`src/rtl/alu_share_arbiter.sv`:
```
// Time-shares one combinational ALU between two requesters.
// Each operation is accepted, run for one cycle from registered operands, and its result is held until the owner takes it.
module alu_share_arbiter #(
  parameter bit PRIO_FIXED = 1'b0
) (
  input  logic        clk,
  input  logic        rst_n,
  input  logic        req0_valid,
  output logic        req0_ready,
  input  logic [31:0] req0_a,
  input  logic [31:0] req0_b,
  input  logic [5:0]  req0_fun,
  input  logic        req0_sign,
  input  logic        req1_valid,
  output logic        req1_ready,
  input  logic [31:0] req1_a,
  input  logic [31:0] req1_b,
  input  logic [5:0]  req1_fun,
  input  logic        req1_sign,
  output logic        rsp0_valid,
  input  logic        rsp0_ready,
  output logic        rsp1_valid,
  input  logic        rsp1_ready,
  output logic [31:0] rsp_data,
  output logic [31:0] alu_a,
  output logic [31:0] alu_b,
  output logic [5:0]  alu_fun,
  output logic        alu_sign,
  input  logic [31:0] alu_res,
  output logic        busy
);

  typedef enum logic [1:0] {
    IDLE = 2'd0,
    EXEC = 2'd1,
    RESP = 2'd2
  } state_t;

  state_t      state_q, state_d;
  logic        last_grant_q;
  logic        owner_q;
  logic [31:0] op_a_q, op_b_q;
  logic [5:0]  op_fun_q;
  logic        op_sign_q;
  logic [31:0] rsp_data_q;

  logic        grant;
  logic        accept;
  logic        owner_ready;

  // Port 0 wins a tie in fixed mode; otherwise the port that did not win last time.
  always_comb begin
    grant = 1'b0;
    if (req0_valid && req1_valid) begin
      grant = PRIO_FIXED ? 1'b0 : ~last_grant_q;
    end else if (req1_valid) begin
      grant = 1'b1;
    end
  end

  assign accept      = (req0_valid && req0_ready) || (req1_valid && req1_ready);
  assign owner_ready = owner_q ? rsp1_ready : rsp0_ready;

  always_ff @(posedge clk or negedge rst_n) begin
    if (!rst_n) begin
      state_q <= IDLE;
    end else begin
      state_q <= state_d;
    end
  end

  always_comb begin
    state_d = state_q;
    case (state_q)
      IDLE:    if (accept) state_d = EXEC;
      EXEC:    state_d = RESP;
      RESP:    if (owner_ready) state_d = IDLE;
      default: state_d = IDLE;
    endcase
  end

  // Ready is gated by rst_n so nothing can appear accepted while reset is held.
  always_comb begin
    req0_ready = 1'b0;
    req1_ready = 1'b0;
    rsp0_valid = 1'b0;
    rsp1_valid = 1'b0;
    busy       = (state_q != IDLE);
    if (state_q == IDLE && rst_n) begin
      req0_ready = req0_valid && !grant;
      req1_ready = req1_valid && grant;
    end
    if (state_q == RESP) begin
      rsp0_valid = !owner_q;
      rsp1_valid = owner_q;
    end
  end

  always_ff @(posedge clk or negedge rst_n) begin
    if (!rst_n) begin
      last_grant_q <= 1'b1;
      owner_q      <= 1'b0;
      op_a_q       <= '0;
      op_b_q       <= '0;
      op_fun_q     <= '0;
      op_sign_q    <= 1'b0;
      rsp_data_q   <= '0;
    end else begin
      if (state_q == IDLE && accept) begin
        owner_q      <= grant;
        last_grant_q <= grant;
        op_a_q       <= grant ? req1_a    : req0_a;
        op_b_q       <= grant ? req1_b    : req0_b;
        op_fun_q     <= grant ? req1_fun  : req0_fun;
        op_sign_q    <= grant ? req1_sign : req0_sign;
      end
      if (state_q == EXEC) begin
        rsp_data_q <= alu_res;
      end
    end
  end

  assign alu_a    = op_a_q;
  assign alu_b    = op_b_q;
  assign alu_fun  = op_fun_q;
  assign alu_sign = op_sign_q;
  assign rsp_data = rsp_data_q;

endmodule

```
`config.mk`:
```
export PLATFORM = sky130hd
export DESIGN_NAME = alu_share_arbiter
export DESIGN_NICKNAME = d
export VERILOG_FILES = /design/src/rtl/alu_share_arbiter.sv
export SDC_FILE = /design/constraint.sdc
export NUM_CORES = 1
export LEC_CHECK = 0
export BUFFER_PORTS_ARGS = -buffer_cell sky130_fd_sc_hd__clkbuf_2
export CAP_MARGIN = 10
export CORE_MARGIN = 10
export CORE_UTILIZATION = 43
export CTS_CLUSTER_SIZE = 20
export DETAILED_ROUTE_END_ITERATION = 12
export GPL_TIMING_DRIVEN = 0
export HOLD_SLACK_MARGIN = 0.06
export PLACE_DENSITY = 0.77
export REMOVE_ABC_BUFFERS = 1
export SLEW_MARGIN = 0
export SYNTH_ARGS = -nofsm -noshare
export SYNTH_HDL_FRONTEND = slang
export SYNTH_SLANG_ARGS = --single-unit
```
`constraint.sdc`:
```
create_clock -name clk -period 1.8 [get_ports clk]
set_input_delay 0.09 -clock clk [delete_from_list [all_inputs] [get_ports clk]]
set_output_delay 0.09 -clock clk [all_outputs]
set_load 0.05 [all_outputs]
```
== After elaboration in Yosys (flattened, before gate mapping) ==
Cells that the tools add are included.
Storage, ports and cells
  bits of input ports: 180
  register bits after elaboration: 107
Operators by class
  reductions and logical operators: 13
  bitwise logic cells: 1
  equality and inequality tests: 4
  muxes and demuxes: 14
Operator list (number)
  2-to-1 mux 32 bit: 2
  2-to-1 mux 1 bit: 8
  logical AND 1 bit: 7
  2-to-1 mux 6 bit: 1
  one-hot mux 2 bit (3 select lines): 1
  2-to-1 mux 2 bit: 2
  != test 2 bit, second input constant: 2
  == test 2 x 1 -> 1 bit, second input constant: 1
  == test 2 bit, second input constant: 1
  zero test 1 bit: 2
  zero test 2 bit: 1
  AND reduction 2 bit: 1
  nonzero test 2 bit: 1
  logical OR 1 bit: 1
  inverter 1 bit: 1

== Longest topological paths before layout ==
Gate-level depths: netlist of the first run.
  depth after elaboration: 9
  gate-level depth with buffers: 5
  gate-level depth less buffers: 3

== Worst setup path after synthesis of the first run ==
OpenSTA, ideal clock, no wires.
  kind: flip-flop to output port
  start: register last_grant_q
  end: output port req0_ready
  data required time: 1.710 ns
  cell stages (with the launch flop): 5
  path buffers: 2
  path slack: 0.170 ns
  arrival: 1.540 ns
  path through: dfstp_2 > nor2b_1 > buf_2 > clkbuf_1 > nor2_1
Between the ends
  word-level cells in the longest chain between the ends: 5
Ends and longest elaborated chain
  start: declaration: line 40  | logic last_grant_q;
  start signal: assignment: line 111  | last_grant_q <= grant;
  inverter 1 bit: line 55  | grant = PRIO_FIXED ? 1'b0 : ~last_grant_q;
  2-to-1 mux 1 bit: line 54  | if (req0_valid && req1_valid) begin
  zero test 1 bit: line 90  | req0_ready = req0_valid && !grant;
  logical AND 1 bit: line 90
  2-to-1 mux 1 bit: line 89  | if (state_q == IDLE && rst_n) begin
  end: declaration: line 9  | output logic req0_ready,
Every way passes these cells.

== Final worst setup path of the first run ==
  start: register state_q[0]
  end: register op_a_q[8], in the netlist alu_a[8]
Between the ends
  word-level cells in the longest chain between the ends: 6
  elaborated cells on any way between the ends: 8
Ends and longest elaborated chain
  start: declaration: line 39  | state_t state_q, state_d;
  start signal: assignment: line 68  | state_q <= state_d;
  zero test 2 bit *: line 89, 109
  logical AND 1 bit: line 89
  2-to-1 mux 1 bit: line 89
  logical AND 1 bit: line 61  | assign accept = (req0_valid && req0_ready) || (req1_valid && req1_ready);
  logical OR 1 bit: line 61
  logical AND 1 bit *: line 109  | if (state_q == IDLE && accept) begin
  end signal: assignment: line 112  | op_a_q <= grant ? req1_a : req0_a;
  end: declaration: line 42  | logic [31:0] op_a_q, op_b_q;
Every way passes the cells marked *; elsewhere a longest branch is shown, timed or not.
A chain may end at the register's enable or synchronous reset.

==> impl_metrics.ini, run 1 <==
[finish]
final_nets = 935
syn2layout_area_growth_pct = 71.0
fin_cells = 896
utilization = 0.760
layout-drive-gt1-share = 0.468

[global_routing]
gr-usage-all-layers = 0.271
grt_overflow = 0
grt_max_degree = 112
antenna_found_initial = 2
grt_pass1_wl_mm = 31.7
grt_pass1_vias = 5356

[synthesis]
yosysSeqAreaShare = 0.579
ys_types = 23
syn-instance-count = 335
synth_area_per_cell_um2 = 13.8
synth_warnings = 0
synth.ff_latch_count = 107
synthesis.area_um2 = 4630

[setup_path]
worstReg2RegStart = state_q[0]
critPathKind = flip-flop to flip-flop
startpoint = state_q[0]
cp-end-kind = flip-flop
start_kind = flip-flop
cp_max_fo = 35
critPathArrivalTime_ps = 2060
required_ps = 2090
reg2reg_depth = 5

[floorplanning]
die_area_um2 = 15300
num_rows = 37
start_util = 0.444
ios = 288
coreArea_um2 = 10400
dieWidth_um = 124
dieHeight_um = 124

[detailed_routing]
postRouteAntennaNets = 0
initialDrtViolationCount = 443
drc = 0
wl_per_cell_um = 24.9
viasPerCell = 5.61
drt-pass1-iter-count = 6
num_vias = 5031
wirelength_mm = 22.3

[cts]
root_buffer = clkbuf_8
cts_buffers = 9
htree_levels = 3
clk_path_buf_depth = 2
clock-sinks = 107
cts_tree = yes
insertion_delay_ps = 360
cts_hold_buf = 127
clk_pin_slew_ps = 100

[status]
violations = hold timing
status = complete, but fails checks

[power]
swShare = 0.544
leakage_nw = 3.61
irDropWorstVdd_uv = 1410
powerDensity_nw_per_um2 = 1800
pwr-share-comb = 0.601
switchingPower_mw = 7.75
p_int_mw = 6.50
power_frac_seq = 0.308
pwr-share-clk = 0.091

[sta]
hold_viol = 106
slew_viol_final = 0
slew_headroom = 0.500
finalHoldWorstSlack_ps = -321
clock.fmax_ghz = 0.565
fin_ws_ps = 30.9
tightest_slew_ps = 746
finalCriticalPeriod_ps = 1770
fin_setup_tns_ps = 0
period_share = 0.983
fin_skew_ps = 9.96
setup_viol = 0

[placement]
dp_hpwl_mm = 12.2
place.port_buffers = 287
pre_cts_ws_ps = -971
gp_congestion = 0.890
placedCellCount = 727

[hold_path]
hold_path_class = input port to async pin

[run]
cap_viol_max_count = 0
==> flip-flops by register name (all words and copies together) (netlist names) <==
name          cells
alu_a            32
alu_fun           6
last_grant_q      1
rsp_data         32
owner_q           1
alu_b            32
state_q           2
alu_sign          1
==> logic make-up after synthesis <==
group           synth area share
mux                       0.0803
flops                      0.579
simple gates               0.114
buf+inv                   0.0500
compound gates             0.177
==> placed cells by master (no fill, tap or decap), drive strengths merged <==
master / instances
nor2: 3
o21a: 2
clkbuf: 296
dfrtp: 106
inv: 2
or3: 71
mux2: 33
o21ai: 1
nand2b: 2
diode: 3
dlygate4sd3: 127
or2: 1
nor3b: 1
a22o: 1
nand2: 3
o221a: 71
nor2b: 3
buf: 23
dfstp: 1
nand4bb: 4
clkinvlp: 2
nand3: 4
==> synth_stat cells <==
library cell	instances	area, µm²
inv_1	2	7.51
nor2b_1	1	6.26
o21a_1	1	7.51
o221a_2	3	33.8
nor2_1	3	11.3
buf_2	5	25.0
or2_2	1	6.26
o221a_1	68	766
mux2_1	22	248
nor3b_2	1	12.5
buf_6	6	67.6
o21ai_0	1	5.00
clkbuf_1	13	48.8
mux2_2	11	124
nand2_1	3	11.3
a22o_1	1	8.76
nand2b_1	2	12.5
dfstp_2	1	26.3
nand4bb_1	1	11.3
dfrtp_1	106	2650
or3_1	71	444
nand3_2	1	10.0
buf_4	11	82.6
==> area by class of cell <==
type | count | area [µm²]
clock buffer | 11 | 141
timing repair buffer | 435 | 2970
antenna | 3 | 7.51
multi-input combinational | 200 | 1930
clock inverter | 2 | 15.0
fill | 588 | 2500
tap | 136 | 170
sequential | 107 | 2680
inverter | 2 | 7.51
==> power groups by stage <==
stage	Sequential [mW]	Combinational, mW	Clock, mW
3_3_place_gp	4.21	7.65	0
4_1_cts	4.28	8.29	1.31
6_report	4.38	8.56	1.30
2_1_floorplan	8.16	1.63	0
3_5_place_dp	4.28	7.84	0
5_1_grt	4.49	8.86	1.42
==> worst max-delay path: stages (launching register included) <==
cell and delay, ps:
dfrtp_2 480, nor3b_4 330, buf_4 210, o21a_4 170, buf_12 210, o221a_1 280
==> per-layer routing <==
| metal | up-vias | global-route usage | part of all wire |
|---|---|---|---|
| met5 | - | 0 | 0 |
| met4 | 0 | 0.115 | 0.032 |
| met3 | 51 | 0.0900 | 0.11 |
| met2 | 363 | 0.463 | 0.49 |
| met1 | 2446 | 0.306 | 0.37 |
| li1 | 2171 | - | - |
==> path summary, 6_finish.rpt <==
path,end,slack (ps)
max,alu_a[8],30
min reg2reg,rsp_data[26],500
min,alu_b[30],-320
max in group asynchronous,state_q[0],1620
max reg2reg,alu_a[8],30
min in group clk,alu_a[16],70
==> stage by stage <==
step | instance area (µm²) | power [mW] | hold slack, ps
finish | 7920 | 14.2 | -321
global placement | 6010 | 11.9 | 306
global route | 7910 | 14.8 | -287
floorplan | 4400 | 9.79 | -206
CTS | 7760 | 13.9 | -280
detailed placement | 6130 | 12.1 | 261
==> repair_timing <==
action / 4_1_cts / 5_1_grt
resized for setup: 9 / 8
hold endpoints to repair: 210 / 106
setup endpoints to repair: 89 / 66
gates cloned: 6 / 3
pin swaps: 4 / 4
setup buffers: 7 / 10
Power figures use the tool's default switching activity.
==> run 2, diff against run 1 <==
CELL_PAD_IN_SITES_DETAIL_PLACEMENT = 1   (was not set)
CELL_PAD_IN_SITES_GLOBAL_PLACEMENT = 2   (was not set)
CORE_UTILIZATION = 26   (was 43)
PLACE_DENSITY = 0.78   (was 0.77)
==> run 2 against run 1 <==
  * The flow still finishes with violations (hold timing)
  * Clock skew about the same
  * Non-clock buffer count down 29
  * Power up 1.9%
  * Die area up 54%
  * Count of clock-buffer cells in the layout up 2
  * Routed wire length up 0.48%
  * First-iteration DRC count down 68%
  * Via count down 7.3%
  * Core utilization down 31 points
  * Register-to-register slack better by 50 ps
  * Final area down 2.1%
  * Worst setup slack better by 48 ps
  * Critical path type unchanged
  * Largest cell class is now registers
==> impl_metrics.ini, run 2 (synthesis gave the netlist of run 1 again) <==
[status]
status = complete, but fails checks
violations = hold timing

[power]
totalPowerFinal_mw = 14.5
powerDensity_nw_per_um2 = 1870
irDropWorstVdd_uv = 1090
leakage_nw = 3.52

[detailed_routing]
viasPerCell = 4.90
wirelength_mm = 22.4
initialDrtViolationCount = 140
top_layer_used = met4
wl_met1_mm = 8.96
wl_met2_mm = 11.2
postRouteAntennaNets = 0
num_vias = 4665
wl_per_cell_um = 23.5
drc = 0
drt-pass1-iter-count = 4
wl_met3_mm = 1.86

[finish]
final_common_cell = clkbuf_2
syn2layout_area_growth_pct = 67.5
layout-drive-gt1-share = 0.472
fin_cells = 953
final_nets = 902
n_fill_cell = 1906
final_cell_mix = clkbuf_2, dfrtp_1, dlygate4sd3_1

[cts]
clk_path_buf_depth = 2
insertion_delay_ps = 340
cts_hold_buf = 104
clk_pin_slew_ps = 80
cts_buffers = 9
htree_levels = 3
root_buffer = clkbuf_16
clock-sinks = 107
cts_tree = yes

[setup_path]
start_kind = flip-flop
cp_slowest_cell = dfrtp_1
rrSetupSlack_ps = 80
reg2reg_depth = 5
critPathKind = flip-flop to flip-flop
required_ps = 2080
cp-end-kind = flip-flop
crit_chain = nor3b_4 > buf_4 > buf_12 > o21a_4 > o221a_1
endpoint = alu_a[24]
cp_slowest_stage_delay_ps = 450
cp_max_fo = 18
startpoint = state_q[0]
r2r-end = alu_a[24]
worstReg2RegStart = state_q[0]
critPathArrivalTime_ps = 2000

[sta]
setup_viol = 0
finalHoldWorstSlack_ps = -274
tightest_slew_ps = 1010
fin_skew_ps = 10.1
finalCriticalPeriod_ps = 1720
clock.fmax_ghz = 0.581
slew_headroom = 0.326
hold_viol = 106
slew_viol_final = 0
period_share = 0.956

[floorplanning]
ios = 288
num_rows = 48
dieWidth_um = 153
start_util = 0.267
die_area_um2 = 23500
dieHeight_um = 153
coreArea_um2 = 17400

[placement]
placedCellCount = 816
place.port_buffers = 287
dp_hpwl_mm = 13.9
gp_congestion = 0.819

[global_routing]
gr-usage-all-layers = 0.179
grt_pass1_vias = 5530
grt_max_degree = 110
grt_overflow = 0
antenna_found_initial = 1
grt_pass1_wl_mm = 33.4

[hold_path]
hold_path_class = input port to async pin

[run]
cap_viol_max_count = 0
run 2: cell types whose count changed in the layout (fill, tap and decap cells not counted), sizes merged, moves of 3 or more:
cell	previous run	this run
dlygate4sd3	127	104
clkbuf	296	299
buf	23	16
nand4bb	4	1
run 2: timing repair:
| item | 4_1_cts | 5_1_grt |
|---|---|---|
| resized for setup | 5 | 4 |
| pin swaps | 2 | 1 |
| hold endpoints to repair | 209 | 106 |
| endpoints found under the setup margin | 75 | 94 |
| setup buffers | 4 | 7 |
| gates cloned | 3 | 2 |
run 2: metrics by stage:
step                worst slack (ps)   util  cell area [µm²]  TNS, ps
floorplan                      -1050      -             4400   -52840
global placement               -4510  0.353             6120  -440310
finish                          79.1  0.447             7750        0
global route                   -16.7  0.447             7750    -56.5
detailed placement              -772  0.360             6240   -54670
CTS                             6.25  0.442             7660        0
run 2: worst min-delay path by stage:
stage	from	endpoint	slack [ps]	depth (start not counted)
after floorplan	rst_n	alu_a[0]	-210	0
after global placement	alu_res[18]	rsp_data[18]	310	2
after detailed placement	rst_n	rsp_data[30]	280	1
after CTS	rst_n	rsp_data[30]	-260	1
after global routing	rst_n	rsp_data[11]	-240	1
final	rst_n	rsp_data[11]	-270	1
run 2: power breakdown:
group	internal, mW	total (mW)	switching (mW)
sequential	3.58	4.33	0.750
combinational	2.27	8.29	6.03
clock	0.989	1.90	0.907
total	6.83	14.5	7.68
run 2: layout make-up:
class / instances / area, µm² / share of cell area
clock buffer: 13 / 250 / 0.0323
timing repair buffer: 406 / 2670 / 0.344
inverter: 2 / 7.51 / 0.000968
clock inverter: 3 / 25.0 / 0.00323
tap: 225 / 282 / 0.0363
antenna: 1 / 2.50 / 0.000323
sequential: 107 / 2680 / 0.346
multi-input combinational: 196 / 1840 / 0.237
run 2: routing by layer:
metal  global-route usage  vias to the layer above
met1                0.196                     2317
met2                0.315                      225
met3               0.0668                       26
li1                     -                     2097
met4               0.0558                        0
met5                    0                        -
run 2: critical path, delay by kind of cell (launching register included):
family / cells / cell delay [ps]
and+or+nand+nor: 1 / 310
buffers and inverters: 2 / 280
DFF: 1 / 450
AOI/OAI and AO/OA: 2 / 610
==> run 3, diff against run 2 <==
BUFFER_PORTS_ARGS = not set   (was -buffer_cell sky130_fd_sc_hd__clkbuf_2)
CELL_PAD_IN_SITES_DETAIL_PLACEMENT = not set   (was 1)
CELL_PAD_IN_SITES_GLOBAL_PLACEMENT = not set   (was 2)
CORE_AREA = 10 10 103 105   (was not set)
CORE_MARGIN = not set   (was 10)
CORE_UTILIZATION = not set   (was 26)
DIE_AREA = 0 0 113 115   (was not set)
DONT_BUFFER_PORTS = 1   (was not set)
PLACE_DENSITY = 0.66   (was 0.78)
==> run 3 against run 2 <==
  * The flow now stops in 4_1_cts
  * Area after synthesis is the same
  * Synthesized cell count is the same
==> impl_metrics.ini, run 3 <==
[status]
status = stopped before the end
stop_stage = 4_1_cts
error_line = [ERROR RSZ-0060] Max buffer count reached.

[cts]
clk_path_buf_depth = 2
root_buffer = clkbuf_8
cts_hold_buf = 101
post_cts_buffers = 5
clock-sinks = 107
cts_buffers = 9
cts_resized = 10
htree_levels = 3

[floorplanning]
num_rows = 34
dieHeight_um = 115
start_util = 0.541
dieWidth_um = 113
ios = 288

[synthesis]
synth.ff_latch_count = 107
synth_commonest_cells = dfrtp_1, or3_1, o221a_1, mux2_1, clkbuf_1
ys_types = 23
yosysTopAreaCellShare = 0.573
yosysMostFrequentCell = dfrtp_1
synth_warnings = 0
yosysSeqAreaShare = 0.579
syn-instance-count = 335
synthTopCellsByArea = dfrtp_1, o221a_1, or3_1
synth_ff_type = dfrtp_1
synth_edf_count = 0
synth_area_leader_cell = dfrtp_1
synthesis.area_um2 = 4630
async_reset_ff_frac = 1.00
synth_area_per_cell_um2 = 13.8

[placement]
placedCellCount = 411
pre_cts_ws_ps = -499
gp_congestion = 0.745
dp_hpwl_mm = 10.4
place.port_buffers = 0
run 3: cell counts after synthesis:
Identical to the previous run, type by type.
run 3: stage by stage:
stage               hold WS (ps)  area [µm²]  TNS, ps
global placement            -202        4540  -155910
detailed placement          -202        4630   -24850
floorplan                   -206        4400   -52840
run 3: kinds of logic after synthesis:
logic type | share of synthesized area
AO/OA/AOI/OAI | 0.177
flip-flops | 0.579
buffers and inverters | 0.0500
multiplexers | 0.0803
AND/OR/NAND/NOR | 0.114
==> run 4, diff against run 3 <==
CORE_AREA = not set   (was 10 10 103 105)
CORE_MARGIN = 10   (was not set)
CORE_UTILIZATION = 40   (was not set)
CTS_CLUSTER_SIZE = not set   (was 20)
DIE_AREA = not set   (was 0 0 113 115)
HOLD_SLACK_MARGIN = not set   (was 0.06)
PLACE_DENSITY = not set   (was 0.66)
PLACE_DENSITY_LB_ADDON = 0.15   (was not set)
==> run 4 against run 3 <==
  * The flow again stops in 4_1_cts
  * Area after synthesis is the same
  * Synthesized cell count did not move
==> impl_metrics.ini, run 4 <==
[synthesis]
syn-instance-count = 335
ys_types = 23
synthTopCellsByArea = dfrtp_1, o221a_1, or3_1
yosysMostFrequentCell = dfrtp_1
synth_warnings = 0
synth_commonest_cells = dfrtp_1, or3_1, o221a_1, mux2_1, clkbuf_1
synth.ff_latch_count = 107
synth_ff_type = dfrtp_1
yosysTopAreaCellShare = 0.573
synthesis.area_um2 = 4630
synth_area_per_cell_um2 = 13.8
synth_area_leader_cell = dfrtp_1
yosysSeqAreaShare = 0.579
async_reset_ff_frac = 1.00
synth_edf_count = 0

[floorplanning]
start_util = 0.407
dieWidth_um = 128
ios = 288
num_rows = 39
dieHeight_um = 128

[cts]
root_buffer = clkbuf_16
cts_buffers = 9
clk_path_buf_depth = 2
clock-sinks = 107
cts_hold_buf = 101
cts_resized = 10
htree_levels = 3
post_cts_buffers = 9

[status]
error_line = [ERROR RSZ-0060] Max buffer count reached.
status = stopped before the end
stop_stage = 4_1_cts

[placement]
place.port_buffers = 0
placed_cell_area_um2 = 4670
gp_congestion = 0.724
placedCellCount = 445
dp_hpwl_mm = 10.5
## run 4: cell counts after synthesis
Identical to the previous run, type by type.
## run 4: stage by stage
step | setup slack (ps) | util
after floorplan | -1050 | -
after global placement | -2800 | 0.403
after detailed placement | -535 | 0.410
## run 4: cell families after synthesis
logic type	Yosys count	synth area share
buffers and inverters	37	0.0500
flip-flops	107	0.579
multiplexers	33	0.0803
AO/OA/AOI/OAI	74	0.177
AND/OR/NAND/NOR	84	0.114
